## src/rtl/tournament_branch_predictor_pkg.sv

```systemverilog
// Shared types and counter encodings for the tournament direction predictor.
package tournament_branch_predictor_pkg;

    typedef enum logic {BP_INIT, BP_RUN} bp_state_t;

    function automatic int unsigned ctr_strong_taken(input int unsigned ctr_bits);
        return (32'd1 << ctr_bits) - 32'd1;
    endfunction

    function automatic int unsigned ctr_weak_taken(input int unsigned ctr_bits);
        return 32'd1 << (ctr_bits - 32'd1);
    endfunction

    function automatic int unsigned ctr_weak_not_taken(input int unsigned ctr_bits);
        return (32'd1 << (ctr_bits - 32'd1)) - 32'd1;
    endfunction

    function automatic int unsigned ctr_strong_not_taken(input int unsigned ctr_bits);
        return 32'd0 & ctr_bits;
    endfunction

    function automatic int max3(input int a, input int b, input int c);
        int m;
        m = (a > b) ? a : b;
        return (m > c) ? m : c;
    endfunction

    // True when a sweep index addresses an existing entry of a 2**bits table.
    function automatic logic idx_in_range(input int unsigned idx, input int unsigned bits);
        return (bits >= 32) ? 1'b1 : ((idx >> bits) == 32'd0);
    endfunction

endpackage

```

## src/rtl/tournament_branch_predictor_if.sv

```systemverilog
// Lookup/resolve bundle between the pipeline (master) and the predictor (slave).
interface tournament_branch_predictor_if #(
    parameter int GHIST_LEN = 6
);
    logic                 ready;
    logic                 predict_valid;
    logic [15:0]          pc;
    logic                 pred_taken;
    logic [GHIST_LEN-1:0] pred_ghr;
    logic [1:0]           pred_meta;
    logic                 update;
    logic [15:0]          update_pc;
    logic                 update_taken;
    logic                 update_mispredict;
    logic [GHIST_LEN-1:0] update_ghr;
    logic [1:0]           update_meta;
    logic [15:0]          branch_count;
    logic [15:0]          mispredict_count;

    modport master (
        input  ready, pred_taken, pred_ghr, pred_meta, branch_count, mispredict_count,
        output predict_valid, pc, update, update_pc, update_taken, update_mispredict,
               update_ghr, update_meta
    );

    modport slave (
        output ready, pred_taken, pred_ghr, pred_meta, branch_count, mispredict_count,
        input  predict_valid, pc, update, update_pc, update_taken, update_mispredict,
               update_ghr, update_meta
    );
endinterface

```

## src/rtl/tournament_branch_predictor_sat_table.sv

```systemverilog
// Table of saturating counters: async read, one sync inc/dec port, one init-write port.
module bp_sat_counter_table
    import tournament_branch_predictor_pkg::*;
#(
    parameter int IDX_BITS  = 6,
    parameter int CTR_BITS  = 2,
    parameter int INIT_BITS = 6
) (
    input  logic                 clk,
    input  logic [IDX_BITS-1:0]  rd_idx,
    output logic [CTR_BITS-1:0]  rd_ctr,
    input  logic                 upd_en,
    input  logic [IDX_BITS-1:0]  upd_idx,
    input  logic                 upd_inc,
    input  logic                 init_en,
    input  logic [INIT_BITS-1:0] init_idx
);
    localparam logic [CTR_BITS-1:0] CTR_MAX  = CTR_BITS'(ctr_strong_taken(CTR_BITS));
    localparam logic [CTR_BITS-1:0] CTR_MIN  = CTR_BITS'(ctr_strong_not_taken(CTR_BITS));
    localparam logic [CTR_BITS-1:0] CTR_INIT = CTR_BITS'(ctr_weak_taken(CTR_BITS));

    logic [CTR_BITS-1:0] mem [2**IDX_BITS];
    logic [CTR_BITS-1:0] upd_cur;
    logic [CTR_BITS-1:0] upd_nxt;
    logic                init_hit;

    assign rd_ctr   = mem[rd_idx];
    assign upd_cur  = mem[upd_idx];
    assign init_hit = init_en && idx_in_range(32'(init_idx), IDX_BITS);

    always_comb begin
        upd_nxt = upd_cur;
        if (upd_inc && upd_cur != CTR_MAX)
            upd_nxt = upd_cur + CTR_BITS'(1);
        else if (!upd_inc && upd_cur != CTR_MIN)
            upd_nxt = upd_cur - CTR_BITS'(1);
    end

    always_ff @(posedge clk) begin
        if (init_hit)
            mem[init_idx[IDX_BITS-1:0]] <= CTR_INIT;
        else if (upd_en)
            mem[upd_idx] <= upd_nxt;
    end
endmodule

```

## src/rtl/tournament_branch_predictor.sv

```systemverilog
// Local + gshare tournament direction predictor with speculative global history and
// mispredict repair; tables are swept to their initial values after every reset.
module tournament_branch_predictor
    import tournament_branch_predictor_pkg::*;
#(
    parameter int PC_OFFSET = 1,
    parameter int LHT_BITS  = 3,
    parameter int LHIST_LEN = 4,
    parameter int GHIST_LEN = 6,
    parameter int CTR_BITS  = 2
) (
    input  logic                         clk,
    input  logic                         rst,
    tournament_branch_predictor_if.slave bp
);
    localparam int SWEEP_BITS = max3(LHT_BITS, LHIST_LEN, GHIST_LEN);

    bp_state_t              state;
    logic [SWEEP_BITS-1:0]  idx;
    logic [GHIST_LEN-1:0]   spec_ghr;
    logic [15:0]            branch_count;
    logic [15:0]            mispredict_count;
    logic [LHIST_LEN-1:0]   lht [2**LHT_BITS];

    logic                   running, sweeping, do_update, lht_init_hit;
    logic [LHT_BITS-1:0]    li, uli;
    logic [GHIST_LEN-1:0]   pc_g, upc_g;
    logic [LHIST_LEN-1:0]   lh, ulh;
    logic [CTR_BITS-1:0]    lpht_ctr, gpht_ctr, ch_ctr;
    logic                   loc_taken, glb_taken, pred_taken;
    logic                   unused_bits;

    assign running      = (state == BP_RUN);
    assign sweeping     = (state == BP_INIT);
    assign do_update    = running && !rst && bp.update;
    assign lht_init_hit = sweeping && idx_in_range(32'(idx), LHT_BITS);

    assign li    = bp.pc[PC_OFFSET +: LHT_BITS];
    assign uli   = bp.update_pc[PC_OFFSET +: LHT_BITS];
    assign pc_g  = bp.pc[PC_OFFSET +: GHIST_LEN];
    assign upc_g = bp.update_pc[PC_OFFSET +: GHIST_LEN];
    assign lh    = lht[li];
    assign ulh   = lht[uli];

    assign loc_taken  = lpht_ctr[CTR_BITS-1];
    assign glb_taken  = gpht_ctr[CTR_BITS-1];
    assign pred_taken = running && (ch_ctr[CTR_BITS-1] ? glb_taken : loc_taken);

    assign bp.ready            = running;
    assign bp.pred_taken       = pred_taken;
    assign bp.pred_ghr         = spec_ghr;
    assign bp.pred_meta        = running ? {loc_taken, glb_taken} : 2'b00;
    assign bp.branch_count     = branch_count;
    assign bp.mispredict_count = mispredict_count;

    assign unused_bits = ^{bp.pc, bp.update_pc, lpht_ctr, gpht_ctr, ch_ctr};

    bp_sat_counter_table #(.IDX_BITS(LHIST_LEN), .CTR_BITS(CTR_BITS), .INIT_BITS(SWEEP_BITS)) u_lpht (
        .clk(clk), .rd_idx(lh), .rd_ctr(lpht_ctr),
        .upd_en(do_update), .upd_idx(ulh), .upd_inc(bp.update_taken),
        .init_en(sweeping), .init_idx(idx)
    );

    bp_sat_counter_table #(.IDX_BITS(GHIST_LEN), .CTR_BITS(CTR_BITS), .INIT_BITS(SWEEP_BITS)) u_gpht (
        .clk(clk), .rd_idx(pc_g ^ spec_ghr), .rd_ctr(gpht_ctr),
        .upd_en(do_update), .upd_idx(upc_g ^ bp.update_ghr), .upd_inc(bp.update_taken),
        .init_en(sweeping), .init_idx(idx)
    );

    // Chooser moves only when the two components disagreed; toward whichever was right.
    bp_sat_counter_table #(.IDX_BITS(GHIST_LEN), .CTR_BITS(CTR_BITS), .INIT_BITS(SWEEP_BITS)) u_chooser (
        .clk(clk), .rd_idx(pc_g), .rd_ctr(ch_ctr),
        .upd_en(do_update && (bp.update_meta[1] ^ bp.update_meta[0])),
        .upd_idx(upc_g), .upd_inc(bp.update_meta[0] == bp.update_taken),
        .init_en(sweeping), .init_idx(idx)
    );

    always_ff @(posedge clk) begin
        if (lht_init_hit)
            lht[idx[LHT_BITS-1:0]] <= '0;
        else if (do_update)
            lht[uli] <= {ulh[LHIST_LEN-2:0], bp.update_taken};
    end

    always_ff @(posedge clk) begin
        if (rst) begin
            state            <= BP_INIT;
            idx              <= '0;
            spec_ghr         <= '0;
            branch_count     <= '0;
            mispredict_count <= '0;
        end else if (state == BP_INIT) begin
            idx <= idx + SWEEP_BITS'(1);
            if (idx == '1)
                state <= BP_RUN;
        end else begin
            // A repair wins over a same-cycle lookup: the lookup was on the wrong path.
            if (bp.update && bp.update_mispredict)
                spec_ghr <= {bp.update_ghr[GHIST_LEN-2:0], bp.update_taken};
            else if (bp.predict_valid)
                spec_ghr <= {spec_ghr[GHIST_LEN-2:0], pred_taken};
            if (bp.update) begin
                if (branch_count != 16'hFFFF)
                    branch_count <= branch_count + 16'd1;
                if (bp.update_mispredict && mispredict_count != 16'hFFFF)
                    mispredict_count <= mispredict_count + 16'd1;
            end
        end
    end
endmodule

```

## src/flat_wrapper.sv

```systemverilog
// flat-port wrapper written by rule: the top's interface ports become plain ports
module tournament_branch_predictor_flat import tournament_branch_predictor_pkg::*;
#(
    parameter int PC_OFFSET = 1,
    parameter int LHT_BITS  = 3,
    parameter int LHIST_LEN = 4,
    parameter int GHIST_LEN = 6,
    parameter int CTR_BITS  = 2
)
  (clk, rst, bp_ready, bp_pred_taken, bp_pred_ghr, bp_pred_meta, bp_branch_count, bp_mispredict_count, bp_predict_valid, bp_pc, bp_update, bp_update_pc, bp_update_taken, bp_update_mispredict, bp_update_ghr, bp_update_meta);
  tournament_branch_predictor_if #(.GHIST_LEN(GHIST_LEN)) bp_i ();
  input  logic clk;
  input  logic rst;
  output wire logic [$bits(bp_i.ready)-1:0] bp_ready;
  output wire logic [$bits(bp_i.pred_taken)-1:0] bp_pred_taken;
  output wire logic [$bits(bp_i.pred_ghr)-1:0] bp_pred_ghr;
  output wire logic [$bits(bp_i.pred_meta)-1:0] bp_pred_meta;
  output wire logic [$bits(bp_i.branch_count)-1:0] bp_branch_count;
  output wire logic [$bits(bp_i.mispredict_count)-1:0] bp_mispredict_count;
  input wire logic [$bits(bp_i.predict_valid)-1:0] bp_predict_valid;
  input wire logic [$bits(bp_i.pc)-1:0] bp_pc;
  input wire logic [$bits(bp_i.update)-1:0] bp_update;
  input wire logic [$bits(bp_i.update_pc)-1:0] bp_update_pc;
  input wire logic [$bits(bp_i.update_taken)-1:0] bp_update_taken;
  input wire logic [$bits(bp_i.update_mispredict)-1:0] bp_update_mispredict;
  input wire logic [$bits(bp_i.update_ghr)-1:0] bp_update_ghr;
  input wire logic [$bits(bp_i.update_meta)-1:0] bp_update_meta;
  assign bp_ready = bp_i.ready;
  assign bp_pred_taken = bp_i.pred_taken;
  assign bp_pred_ghr = bp_i.pred_ghr;
  assign bp_pred_meta = bp_i.pred_meta;
  assign bp_branch_count = bp_i.branch_count;
  assign bp_mispredict_count = bp_i.mispredict_count;
  assign bp_i.predict_valid = bp_predict_valid;
  assign bp_i.pc = bp_pc;
  assign bp_i.update = bp_update;
  assign bp_i.update_pc = bp_update_pc;
  assign bp_i.update_taken = bp_update_taken;
  assign bp_i.update_mispredict = bp_update_mispredict;
  assign bp_i.update_ghr = bp_update_ghr;
  assign bp_i.update_meta = bp_update_meta;
  tournament_branch_predictor #(.PC_OFFSET(PC_OFFSET), .LHT_BITS(LHT_BITS), .LHIST_LEN(LHIST_LEN), .GHIST_LEN(GHIST_LEN), .CTR_BITS(CTR_BITS)) u_core (.clk(clk), .rst(rst), .bp(bp_i));
endmodule
```

## config.mk

```make
export PLATFORM = sky130hd
export DESIGN_NAME = tournament_branch_predictor_flat
export DESIGN_NICKNAME = d
export VERILOG_FILES = /design/src/rtl/tournament_branch_predictor_pkg.sv /design/src/rtl/tournament_branch_predictor_if.sv /design/src/rtl/tournament_branch_predictor_sat_table.sv /design/src/rtl/tournament_branch_predictor.sv /design/src/flat_wrapper.sv
export SDC_FILE = /design/constraint.sdc
export NUM_CORES = 1
export LEC_CHECK = 0
export ABC_AREA = 1
export CORE_ASPECT_RATIO = 0.8
export CORE_MARGIN = 5
export CORE_UTILIZATION = 45
export DETAILED_ROUTE_END_ITERATION = 6
export SLEW_MARGIN = 20
export SYNTH_ARGS = -nofsm -noshare
export SYNTH_HDL_FRONTEND = slang
export SYNTH_HIERARCHICAL = 1
export SYNTH_SLANG_ARGS = --single-unit
```

## constraint.sdc

```tcl
create_clock -name clk -period 14.2 [get_ports clk]
set_input_delay 2.84 -clock clk [delete_from_list [all_inputs] [get_ports clk]]
set_output_delay 2.84 -clock clk [all_outputs]
set_load 0.05 [all_outputs]
```

==> run_results.csv <==
group,metric,value,unit
yosys,yosys_warnings,6,
drt,via_count,15700,
sta,tns,0,ps
sta,relSlewSlack,32.8,%
floorplanning,io_pins,88,
drt,wl_per_cell,19.4,microns
placed_design,dp_hpwl,33900,microns
setup_path,r2r_start,"u_core/lht[5][0]",
sta,hold_viol_final,0,
floorplanning,core,0.0418,sq mm
setup_path,worst_r2r_endpoint,"u_core/u_lpht/mem[9][0]",
cells_and_area,nFillCells,3839,
setup_path,endpoint,"bp_pred_taken",
cells_and_area,diodes,0,
yosys,netlist_area,0.0190,sq mm
setup_path,endpoint_kind,"primary output",
cells_and_area,drive_gt1_share,7.32,%
power_and_ir_drop,p_switching,608,uW
sta,finClkSkew,22.4,ps
placed_design,place_congestion,0.899,
cells_and_area,final_common_cell,"nand2_1",
clock_tree,cts_hold_buf,0,
power_and_ir_drop,comb_power_share,10.5,%
floorplanning,fp.dieW,240,microns
drt,top_layer,"met4",
clock_tree,clkTransAtPathRegs,60,ps
power_and_ir_drop,seq_power_share,48.1,%
clock_tree,post_cts_resize_count,0,
power_and_ir_drop,power.leakage,8.16,nW
sta,fmax,101,MHz
cells_and_area,multi_input_area,0.00733,sq mm
power_and_ir_drop,power_density,115,mW/mm^2
yosys,avgSynthCellArea,8.68,sq um
drt,m1WireLength,24800,microns
setup_path,start_kind,"primary input",
clock_tree,cts_tree,"yes",
cells_and_area,post-route-util,50.6,%
clock_tree,numCtsBuffers,40,
setup_path,rr_worst_depth,19,
yosys,synth_fp_nets,2250,
power_and_ir_drop,p_int,1.82,mW
grt,antenna_found_initial,0,
setup_path,cp.required,11360,ps
grt,grt_use_total,22.3,%
grt,grt_pass1_vias,14700,
outcome,status,"finished clean",
sta,slew_violations,0,
sta,hold_ws,532,ps
clock_tree,cts_buffer_depth,3,
cells_and_area,seq_area,0.0105,sq mm
cells_and_area,nNetsFinal,2252,
drt,first_iter_violations,1625,
sta,fin_crit_sh,69.6,%
grt,grt_pass1_wl,83100,microns
cells_and_area,design_area,0.0211,sq mm
sta,min_period,9880,ps
grt,grt_start_max_net_pins,74,
setup_path,path_class,"in2out",
drt,drcViolationCount,0,
drt,wl_met2,23200,microns
setup_path,crit_fanout,34,
flow_run,maxCapViolCount,0,
power_and_ir_drop,switching_share,25.1,%
power_and_ir_drop,power_frac_clock,41.3,%
drt,met3_length,4780,microns
cells_and_area,syn2layout_area_growth,11.0,%
floorplanning,rows,67,
placed_design,place_area,0.0199,sq mm
placed_design,io_buffers,67,
drt,viasPerCell,5.64,
clock_tree,h-tree-depth,2,
clock_tree,cts_root_buf,"clkbuf_16",
yosys,synthCells,2195,
setup_path,cp-startpoint,"bp_pc[2]",
setup_path,arrival,7040,ps
sta,finalSetupViolations,0,
drt,ant_nets,0,
clock_tree,cts_setup_buffers,0,
floorplanning,dieArea,0.0466,sq mm
grt,overflow,0,
sta,tightestPinTransition,1010,ps
clock_tree,cts.sinks,365,
power_and_ir_drop,vdd_drop_max,0.0000748,V
floorplanning,start_util,45.5,%
floorplanning,dieHeight,194,microns
drt,drt_wl_total,53900,microns
cells_and_area,final_cell_mix,"nand2_1 (542), nor2_1 (325), edfxtp_1 (320)",
worst_hold_path,min_path_type,"reg2reg",
clock_tree,clk_latency,550,ps
setup_path,rrSetupSlack,10150,ps
drt,firstDrtPassIters,6,
sta,rsz0062_at_grt,"false",
==> power groups by stage <==
| stage | Clock (mW) | Sequential, mW | Combinational [mW] |
|---|---|---|---|
| 2_1_floorplan | 0 | 1.19 | 0.178 |
| 3_3_place_gp | 0 | 1.19 | 0.243 |
| 3_5_place_dp | 0 | 1.19 | 0.248 |
| 4_1_cts | 1.02 | 1.17 | 0.249 |
| 5_1_grt | 1.07 | 1.17 | 0.279 |
| 6_report | 1.00 | 1.17 | 0.255 |
==> sequential cells by signal (all words and copies together) (netlist names) <==
name                        count
u_core/bp.branch_count         16
u_core/bp.mispredict_count     16
u_core/bp.pred_ghr              6
u_core/bp.ready                 1
u_core/idx                      6
u_core/lht                     32
u_core/u_chooser/mem          128
u_core/u_gpht/mem             128
u_core/u_lpht/mem              32
==> cell type report <==
class | instances | share of cell area [%]
clock buffers | 52 | 5.05
clock inverters | 20 | 0.787
inverters | 152 | 2.70
multi-input cells | 1551 | 34.7
flip-flops and latches | 365 | 49.7
well taps | 552 | 3.27
repair buffers | 87 | 3.82
==> how the worst min path moves through the flow <==
stage | startpoint | endpoint | slack (ps) | cells after the start
after floorplan | u_core/idx[5] | u_core/idx[5] | 500 | 2
after global placement | u_core/bp.branch_count[1] | u_core/bp.branch_count[1] | 520 | 2
after detailed placement | u_core/bp.branch_count[0] | u_core/bp.branch_count[0] | 530 | 2
after CTS | u_core/bp.branch_count[15] | u_core/bp.branch_count[15] | 540 | 2
after global routing | u_core/bp.branch_count[1] | u_core/bp.branch_count[1] | 570 | 2
final | u_core/bp.branch_count[1] | u_core/bp.branch_count[1] | 530 | 2
==> per-layer routing <==
layer	track usage, %	up-vias
met4	5.63	0
met1	33.9	7443
met2	33.0	694
met5	0	-
met3	4.38	94
li1	-	7438
==> through the flow <==
step / total power [mW] / setup WS [ps] / std cells
global route: 2.52 / 4110 / 2779
CTS: 2.44 / 4380 / 2779
floorplan: 1.37 / 5790 / 2195
global placement: 1.43 / 4370 / 2707
finish: 2.42 / 4320 / 2779
detailed placement: 1.44 / 4390 / 2707
==> critical path: stages <==
cell and delay [ps]:
clkdlybuf4s50_1 450, buf_4 420, xor2_1 140, buf_4 250
inv_1 490, o21ai_0 180, o22ai_1 170, inv_1 60
o21ai_0 200, nand2_1 90, nand3_1 100, nand3_1 70
nand2_1 230, inv_1 70, a211oi_1 360, clkdlybuf4s50_1 880
(Power assumes the default switching activity.)
